## src/rtl/shift_reg_5bits_sipo_rx.sv

```systemverilog
// shift_reg_5bits_sipo_rx
// Serial-in/parallel-out receiver for the 5-bit left-shift transmitter.
// Bits arrive MSB first; each WIDTH-bit frame becomes one parallel word.
// The word is held in a one-entry valid/ready output buffer.
// A completed word that finds the buffer full is dropped and the sticky
// overrun flag is raised.
//
// Optional feature (macro SIPO_PARITY_EN):
//   When defined, every frame carries an extra even-parity bit after the
//   data bits, and parity_err reports a mismatch on the word in dout.
//   When undefined, frames are WIDTH bits and o_parity_err is tied to 0.
//
// Handshake: o_dout is meaningful while o_dout_valid=1. A word is consumed
// on any rising edge where o_dout_valid=1 and i_out_ready=1. A word that
// completes on that same edge replaces it, so o_dout_valid stays high.
module shift_reg_5bits_sipo_rx #(
    parameter int WIDTH = 5,
    parameter int CNT_W = 3
) (
    input  logic             clk,
    input  logic             rst,
    input  logic             i_start,
    input  logic             i_sin,
    input  logic             i_sin_valid,
    input  logic             i_out_ready,
    input  logic             i_clr_ovr,
    output logic [WIDTH-1:0] o_dout,
    output logic             o_dout_valid,
    output logic             o_overrun,
    output logic             o_busy,
    output logic             o_parity_err,
    output logic [1:0]       o_dbg_state
);

`ifdef SIPO_PARITY_EN
    typedef enum logic [1:0] {IDLE = 2'd0, SHIFT = 2'd1, PARITY = 2'd2} state_t;
`else
    typedef enum logic [1:0] {IDLE = 2'd0, SHIFT = 2'd1} state_t;
`endif

    state_t             r_state;
    logic [WIDTH-1:0]   r_shreg;
    logic [CNT_W-1:0]   r_cnt;
    logic               r_busy;
    logic [WIDTH-1:0]   r_dout;
    logic               r_dout_valid;
    logic               r_overrun;

    // A start strobe always wins over a coincident data bit.
    logic               w_take;
    logic               w_last_data;
    logic [WIDTH-1:0]   w_shift_word;
    logic               w_commit;
    logic [WIDTH-1:0]   w_commit_word;
    logic               w_can_store;

    assign w_take       = i_sin_valid && !i_start;
    assign w_last_data  = (r_state == SHIFT) && w_take &&
                          (r_cnt == CNT_W'(WIDTH - 1));
    assign w_shift_word = {r_shreg[WIDTH-2:0], i_sin};
    assign w_can_store  = !r_dout_valid || i_out_ready;

`ifdef SIPO_PARITY_EN
    // The full word already sits in the shift register while the parity
    // bit is being received.
    logic r_parity_err;
    assign w_commit      = (r_state == PARITY) && w_take;
    assign w_commit_word = r_shreg;
`else
    assign w_commit      = w_last_data;
    assign w_commit_word = w_shift_word;
`endif

    // Frame FSM: tracks the position within a frame and assembles the word.
    always_ff @(posedge clk or posedge rst) begin
        if (rst) begin
            r_state <= IDLE;
            r_shreg <= '0;
            r_cnt   <= '0;
            r_busy  <= 1'b0;
        end else begin
            case (r_state)
                IDLE: begin
                    if (i_start) begin
                        r_state <= SHIFT;
                        r_shreg <= '0;
                        r_cnt   <= '0;
                        r_busy  <= 1'b1;
                    end
                end
                SHIFT: begin
                    if (i_start) begin
                        r_shreg <= '0;
                        r_cnt   <= '0;
                        r_busy  <= 1'b1;
                    end else if (i_sin_valid) begin
                        r_shreg <= w_shift_word;
                        if (w_last_data) begin
                            r_cnt <= '0;
`ifdef SIPO_PARITY_EN
                            r_state <= PARITY;
                            r_busy  <= 1'b1;
`else
                            r_state <= IDLE;
                            r_busy  <= 1'b0;
`endif
                        end else begin
                            r_cnt <= r_cnt + CNT_W'(1);
                        end
                    end
                end
`ifdef SIPO_PARITY_EN
                PARITY: begin
                    if (i_start) begin
                        r_state <= SHIFT;
                        r_shreg <= '0;
                        r_cnt   <= '0;
                        r_busy  <= 1'b1;
                    end else if (i_sin_valid) begin
                        r_state <= IDLE;
                        r_busy  <= 1'b0;
                    end
                end
`endif
                default: begin
                    r_state <= IDLE;
                    r_busy  <= 1'b0;
                end
            endcase
        end
    end

    // One-entry output buffer: commit, consume and sticky overrun.
    always_ff @(posedge clk or posedge rst) begin
        if (rst) begin
            r_dout       <= '0;
            r_dout_valid <= 1'b0;
            r_overrun    <= 1'b0;
        end else begin
            // Clear first so a drop on the same edge takes precedence.
            if (i_clr_ovr) begin
                r_overrun <= 1'b0;
            end
            if (w_commit) begin
                if (w_can_store) begin
                    r_dout       <= w_commit_word;
                    r_dout_valid <= 1'b1;
                end else begin
                    r_overrun <= 1'b1;
                end
            end else if (r_dout_valid && i_out_ready) begin
                r_dout_valid <= 1'b0;
            end
        end
    end

`ifdef SIPO_PARITY_EN
    // Parity flag travels with dout; a dropped word leaves it untouched.
    always_ff @(posedge clk or posedge rst) begin
        if (rst) begin
            r_parity_err <= 1'b0;
        end else if (w_commit && w_can_store) begin
            r_parity_err <= (^r_shreg) ^ i_sin;
        end
    end
    assign o_parity_err = r_parity_err;
`else
    assign o_parity_err = 1'b0;
`endif

    assign o_dout       = r_dout;
    assign o_dout_valid = r_dout_valid;
    assign o_overrun    = r_overrun;
    assign o_busy       = r_busy;
    assign o_dbg_state  = r_state;

endmodule

```

## config.mk

```make
export PLATFORM = sky130hd
export DESIGN_NAME = shift_reg_5bits_sipo_rx
export DESIGN_NICKNAME = d
export VERILOG_FILES = /design/src/rtl/shift_reg_5bits_sipo_rx.sv
export SDC_FILE = /design/constraint.sdc
export NUM_CORES = 1
export LEC_CHECK = 0
export ABC_AREA = 1
export CAP_MARGIN = 30
export CORE_MARGIN = 2
export CORE_UTILIZATION = 40
export DETAILED_ROUTE_END_ITERATION = 8
export PLACE_DENSITY = 0.64
export SLEW_MARGIN = 20
export SYNTH_ARGS = -nofsm -noshare
export SYNTH_HDL_FRONTEND = slang
export SYNTH_SLANG_ARGS = --single-unit
```

## constraint.sdc

```tcl
create_clock -name clk -period 1.5 [get_ports clk]
set_input_delay 0.375 -clock clk [delete_from_list [all_inputs] [get_ports clk]]
set_output_delay 0.375 -clock clk [all_outputs]
set_load 0.01 [all_outputs]
```

======== Yosys cells after proc, flatten, opt, wreduce, memory -nomap -nowiden ========
Index checks and enable logic that the tools add are counted.
word-level totals
  register bits after elaboration ......... 17
  input bits .............................. 7
  output and inout bits ................... 11
  logic and storage cells ................. 57
cells by class
  add/sub/neg operators ................... 1
  eq/ne operators ......................... 9
  multiplexer cells ....................... 25
  reductions and logical operators ........ 15
operators by type and width
  kind                                                                     number
  3-bit 2-to-1 mux                                                         4
  4-bit 2-to-1 mux                                                         3
  1-bit 2-to-1 mux                                                         10
  2-bit 2-to-1 mux                                                         4
  2-bit inequality test, second input constant                             4
  4-bit one-hot mux with 2 select lines                                    1
  3-bit inequality test, second input constant                             2
  3-bit one-hot mux with 2 select lines                                    1
  3-bit AND reduction                                                      2
  1-bit logical AND                                                        4
  2-bit one-hot mux with 2 select lines                                    1
  2-bit AND reduction                                                      2
  4-bit AND reduction                                                      1
  2-bit nonzero test                                                       2
  3-bit by 1-bit adder with 3-bit output, second input constant            1
  3-bit == test, second input constant                                     1
  2-bit by 1-bit == test with 1-bit output, second input constant          1
  1-bit zero test                                                          2
  2-bit zero test                                                          1
  2-bit by 1-bit inequality test with 1-bit output, second input constant  1
  1-bit one-hot mux with 2 select lines                                    1
  1-bit logical OR                                                         1

======== Logic depth before layout (Yosys ltp) ========
Gate-level depths: netlist of the first run.
  depth after elaboration ................. 8
  gate-level depth with buffers ........... 9
  gate-level depth less buffers ........... 9

======== Least setup slack after synthesis of the first run ========
OpenSTA, ideal clock, no wires.
  path type ............................... reg2reg
  start ................................... reg r_cnt[0]
  end ..................................... reg r_busy, in the netlist o_busy
  library setup time ...................... 0.117 ns
  arrival ................................. 0.989 ns
  slack ................................... 0.395 ns
  cell stages (with the launch flop) ...... 10
  path buffers ............................ 0
  cell sequence ........................... dfrtp_1 > inv_1 > ha_1 > nand2_1 > inv_2 > nand2_4 > nand2_4 > nand2_1 > nand2_1 > nand2_1
between the ends
  longest elaborated chain between the ends .. 4
RTL lines
  item                                    RTL line  source
  start, declared                         43        logic [CNT_W-1:0] r_cnt;
  start signal, assigned                  108       r_cnt <= r_cnt + CNT_W'(1);
  3-bit == test                           59        (r_cnt == CNT_W'(WIDTH - 1));
  1-bit logical AND                       58        assign w_last_data = (r_state == SHIFT) && w_take &&
  3-bit inequality test (no source line)  -
  3-bit AND reduction (no source line)    -
  end signal, assigned                    80        r_busy <= 1'b0;
  end signal, assigned                    88        r_busy <= 1'b1;
  end signal, assigned                    95        r_busy <= 1'b1;
  end, declared                           44        logic r_busy;
No other way between the ends.
A chain may end at the register's enable or synchronous reset.

======== Worst setup path after layout of the first run ========
  start ................................... reg r_state[0], in the netlist o_dbg_state[0]
  end ..................................... out o_dbg_state[0]
RTL lines
  item                    RTL line  source
  start, declared         41        state_t r_state;
  start signal, assigned  77        r_state <= IDLE;
  start signal, assigned  85        r_state <= SHIFT;
  start signal, assigned  104       r_state <= IDLE;
  end, declared           32        output logic [1:0] o_dbg_state
No word-level cell between the ends.

==> results.json, run 1 <==
{
  "post_drt_via_cell_ratio": 4.45,
  "p_leak_nw": 0.537,
  "grtUsageTotal_pct": 13.7,
  "die_x_um": 47.8,
  "grt_max_degree": 17,
  "firstDrtPassIters": 4,
  "ys_seq_elements": 16,
  "core_mm2": 0.00176,
  "end_kind": "output pin",
  "cp_max_fo": 2,
  "rsz0062_at_grt": "no",
  "peakVddDrop_mv": 0.739,
  "clkTransAtPathRegs_ns": 0.09,
  "dieArea_mm2": 0.00229,
  "synth_xor_area_share_pct": 0,
  "critPathKind": "flip-flop to output pin",
  "status": "completed",
  "cp.depth": 1,
  "worstSetupStartpointType": "flip-flop",
  "skew_ns": 0.00109,
  "worst_path_max_delay_cell": "dfrtp_1",
  "worstSkewPairLatency_ns": 0.29,
  "tritoncts.num_buffers": 3,
  "synthMuxAreaShare_pct": 0,
  "remaining_drc_errors": 0,
  "antenna_cells": 0,
  "wl_per_cell_um": 9.47,
  "start_util_pct": 43.5,
  "worstPathArrival_ns": 0.98,
  "fin_crit_sh_pct": 90.3,
  "first_global_vias": 479,
  "fmax_mhz": 738,
  "cp.required_ns": 1.12,
  "ioPinCount": 18,
  "drt_iter0_drc": 7,
  "grt_pass1_wl_mm": 2.08,
  "via_count": 583,
  "post_synth_fa_ha_maj_area_fraction_pct": 6.51,
  "dp.cells": 126,
  "cts.sinks": 16,
  "io_buffers": 15,
  "yosysWarnings": 0,
  "area_growth_pct": 32.9,
  "synth_top_family_by_area": "simple AND/OR/NAND/NOR gates",
  "multi_input_area_um2": 289,
  "setup_viol": 0,
  "cts_tree": "yes",
  "worstPathCellList": "dlygate4sd2_1",
  "syn_inst": 82,
  "clockBufferDepth": 2,
  "drive_gt1_share_pct": 17.9,
  "h-tree-depth": 1,
  "crit_family": "flip-flops",
  "reg2regPathDepth": 9,
  "path_buf_inv": 1,
  "final.min_clock_period_ns": 1.35,
  "overflow": 0,
  "gp_congestion": 0.728,
  "synth_compound_area_share_pct": 10.4,
  "regArea_um2": 400,
  "layout.nets": 118,
  "die_h_um": 47.8,
  "yosysSeqAreaShare_pct": 52.1,
  "antenna_found_initial": 0,
  "tns_ns": 0,
  "hold_viol_final": 0,
  "cp_slowest_stage_delay_ns": 0.40,
  "placementRows": 15,
  "maxCapViolCount": 0,
  "utilization_pct": 57.9,
  "post-dp-hpwl_um": 943,
  "drt-total-wl_mm": 1.24,
  "ant_nets": 0,
  "yosys.area_share.simple_pct": 19.7,
  "fin_cells": 131,
  "netlist_area_um2": 768,
  "ys_types": 18,
  "syn_avg_cell_area_um2": 9.37,
  "pwr_density_cell_mw_per_mm2": 1180,
  "hold_path.class": "input pin to asynchronous set/reset pin",
  "fill_cells": 172,
  "cts_root_buf": "clkbuf_4",
  "slew_violations": 0
}
[sequential cells by signal, summed over array words and instances (netlist names)]
register / cells
r_cnt: 3
r_shreg: 4
o_dout_valid: 1
o_dout: 5
o_busy: 1
o_overrun: 1
o_dbg_state: 1
[placed cells by master, fill, tap and decap left out]
cell type,instances
inv_1,16
nand2_1,16
dfrtp_1,16
dlygate4sd2_1,9
clkdlybuf4s50_1,6
o21ai_1,5
o22ai_1,5
buf_4,5
ha_1,4
nand2_4,3
nand3_1,3
clkbuf_4,3
nor2_1,2
inv_2,2
o21ai_0,2
conb_1,2
nand2_2,1
nor2_4,1
nand3_4,1
a21oi_1,1
o21ai_2,1
clkbuf_8,1
buf_12,1
[cell families (layout without fill, tap and decap cells)]
kind of cell    Yosys count  in the layout
flops                    16             16
other cells               1              2
compound gates           14             14
fa+ha+maj                 4              4
buf+inv                  20             43
simple gates             27             27
[per-layer routing]
layer	wire length [µm]	up-vias	part of all wire [%]	global-route usage (%)
met2	592	17	48	21.1
met3	84	3	6.8	5.66
met4	19	0	1.5	6.49
met1	544	262	44	16.5
met5	0	-	0	0
li1	-	301	-	-
[path summary, 6_finish.rpt]
check | start | endpoint | slack, ns
min | rst | o_overrun | 0.37
min reg2reg | o_busy | o_busy | 0.48
max in group asynchronous | rst | r_cnt[2] | 0.95
min in group clk | o_busy | o_busy | 0.48
max reg2reg | r_cnt[0] | o_busy | 0.30
max | o_dbg_state[0] | o_dbg_state[0] | 0.15
[final cells by class]
class / instances / area share (%)
sequential: 16 / 39.2
multi-input combinational: 47 / 28.3
timing repair buffer: 21 / 19.2
inverter: 18 / 6.62
clock buffer: 4 / 3.55
tap: 25 / 3.06
[report_power, final]
group	leakage (nW)	internal (W)	total, W	switching, W
Clock	0.0210	0.000148	0.000288	0.000140
Combinational	0.301	0.000187	0.000390	0.000203
Sequential	0.215	0.000495	0.000527	0.0000322
Total	0.537	0.000830	0.00121	0.000376
[what timing repair did]
item | 4_1_cts | 5_1_grt
gates resized for setup | 9 | 0
hold buffers | 0 | 0
endpoints found under the setup margin | 9 | 0
buffers inserted | 1 | 0
[per-stage QoR]
step / hold WS (ns) / cell area, µm² / total power (W) / setup slack [ns]
global placement: 0.458 / 988 / 0.000935 / -0.0551
floorplan: 0.289 / 772 / 0.000762 / 0.395
CTS: 0.369 / 1020 / 0.00123 / 0.138
finish: 0.371 / 1020 / 0.00121 / 0.145
global route: 0.389 / 1020 / 0.00131 / 0.104
detailed placement: 0.468 / 988 / 0.000942 / -0.0684
[cell usage after synthesis (all sizes together)]
cell | number | area (µm²)
conb | 1 | 3.75
o21ai | 8 | 43.8
nand3 | 4 | 32.5
nand2 | 20 | 100
inv | 18 | 67.6
buf | 2 | 15.0
nor2 | 3 | 18.8
o22ai | 5 | 31.3
ha | 4 | 50.1
dfrtp | 16 | 400
a21oi | 1 | 5.00
Note: power is estimated with default switching activity, not from simulation.
==> run 2: changes to the inputs <==
- CORE_UTILIZATION: 40 -> 42
- PLACE_DENSITY: 0.64 -> 0.77
- clock period: 1.5 -> 1.2 ns (I/O delays scaled with it)
==> results.json, run 2 (synthesized netlist as in run 1, its figures left out) <==
{
  "reg2regPathDepth": 7,
  "r2r_setup_slack_ns": 0.02,
  "cp_max_fo": 4,
  "pre_cts_slack_ns": -0.324,
  "mostFrequentLayoutCells": "dfrtp_1 (16), nand2_1 (14), inv_1 (13)",
  "wl_per_cell_um": 11.5,
  "drive_gt1_share_pct": 37.2,
  "post_drt_via_cell_ratio": 4.56,
  "cts.sinks": 16,
  "fmax_mhz": 845,
  "status": "completed",
  "fill_cells": 164,
  "skew_ns": 0.000947,
  "worstPathArrival_ns": 1.35,
  "antenna_cells": 0,
  "area_growth_pct": 39.3,
  "drt_iter0_drc": 7,
  "post-dp-hpwl_mm": 1.11,
  "dieArea_mm2": 0.00219,
  "worstSkewPairLatency_ns": 0.27,
  "cts_tree": "yes",
  "remaining_drc_errors": 0,
  "hold_path.class": "input pin to asynchronous set/reset pin",
  "core_mm2": 0.00173,
  "h-tree-depth": 1,
  "pwr-share-comb_pct": 38.1,
  "overflow": 0,
  "fin_crit_sh_pct": 98.6,
  "setup_viol": 0,
  "antenna_found_initial": 0,
  "largest_reg_flops": 5,
  "startpoint": "o_dbg_state[0]",
  "final_common_cell": "dfrtp_1",
  "layout.nets": 126,
  "gp_congestion": 0.699,
  "pwr_density_cell_mw_per_mm2": 1410,
  "hold_viol_final": 0,
  "tritoncts.num_buffers": 3,
  "seqPwrFrac_pct": 44.2,
  "grt_max_degree": 17,
  "power.share.clock_pct": 17.7,
  "clockBufferDepth": 2,
  "p_leak_nw": 0.557,
  "die_h_um": 46.8,
  "regArea_um2": 400,
  "multi_input_area_um2": 322,
  "end_kind": "flip-flop",
  "firstDrtPassIters": 2,
  "die_x_um": 46.8,
  "drt-total-wl_mm": 1.58,
  "timing.rr.start": "o_dbg_state[0]",
  "swShare_pct": 33.0,
  "critPathKind": "flip-flop to flip-flop",
  "p_switching_w": 0.000499,
  "first_global_vias": 535,
  "peakVddDrop_mv": 0.942,
  "setup_ws_ns": 0.0165,
  "start_util_pct": 44.5,
  "grt_pass1_wl_mm": 2.15,
  "io_buffers": 15,
  "rsz0062_at_grt": "yes",
  "final.min_clock_period_ns": 1.18,
  "ioPinCount": 18,
  "slew_violations": 0,
  "ant_nets": 0,
  "p_int_w": 0.00101,
  "grtUsageTotal_pct": 14.4,
  "utilization_pct": 62.0,
  "cts_root_buf": "clkbuf_4",
  "placementRows": 15,
  "maxCapViolCount": 0,
  "cp.required_ns": 1.37,
  "worstSetupStartpointType": "flip-flop",
  "r2r-end": "o_dbg_state[0]",
  "via_count": 629,
  "clkTransAtPathRegs_ns": 0.09
}
==> run 2: through the flow <==
| stage | area, µm² | cells | power, W | TNS, ns | hold WS (ns) |
|---|---|---|---|---|---|
| CTS | 1050 | 135 | 0.00149 | 0 | 0.329 |
| finish | 1070 | 138 | 0.00151 | 0 | 0.325 |
| floorplan | 772 | 83 | 0.000953 | 0 | 0.214 |
| detailed placement | 996 | 127 | 0.00121 | -3.55 | 0.470 |
| global placement | 996 | 127 | 0.00118 | -3.11 | 0.456 |
| global route | 1070 | 138 | 0.00161 | -0.230 | 0.350 |
==> run 2: power by group through the flow <==
stage               Clock (W)  Sequential (W)  Combinational [W]
finish               0.000268        0.000668           0.000577
floorplan                   0        0.000701           0.000252
global placement            0        0.000666           0.000511
CTS                  0.000278        0.000659           0.000557
detailed placement          0        0.000671           0.000539
global route         0.000297        0.000678           0.000632
==> run 2: area by class of cell <==
cell class	instances	share of cell area [%]
Tap cell	25	2.92
Clock buffer	3	2.11
Sequential cell	16	37.4
Timing Repair Buffer	28	20.9
Inverter	18	6.55
Multi-Input combinational cell	48	30.1
==> run 2: routing by layer <==
| layer | part of all wire (%) | up-vias | global-route usage [%] | wire length (µm) |
|---|---|---|---|---|
| li1 | - | 316 | - | - |
| met1 | 39 | 301 | 14.9 | 609 |
| met2 | 58 | 10 | 27.7 | 910 |
| met3 | 3.1 | 2 | 3.46 | 49 |
| met4 | 0.70 | 0 | 5.00 | 11 |
| met5 | 0 | - | 0 | 0 |
==> run 2: worst max-delay path, cell delays in order, from the launching register on <==
cell	delay [ns]
dfrtp_1	0.36
buf_6	0.12
nand2_4	0.06
nor2_4	0.22
nand2_4	0.09
buf_4	0.13
nand2_1	0.04
o21ai_1	0.05
==> run 2: repair_timing <==
action / 4_1_cts / 5_1_grt
pin swaps: 0 / 6
setup buffers: 5 / 2
resized for setup: 25 / 19
endpoints found under the setup margin: 11 / 16
endpoints found under the hold margin: 0 / 0
hold buffers: 0 / 0
cloned: 0 / 1
==> run 2: how the worst max path moves through the flow <==
stage	endpoint	slack, ns	depth (start not counted)
final	o_dbg_state[0]	0.02	7
after CTS	o_busy	0.002	9
after detailed placement	o_busy	-0.32	7
after global routing	o_busy	-0.06	8
after global placement	o_dbg_state[0]	-0.28	5
after floorplan	o_busy	0.09	9
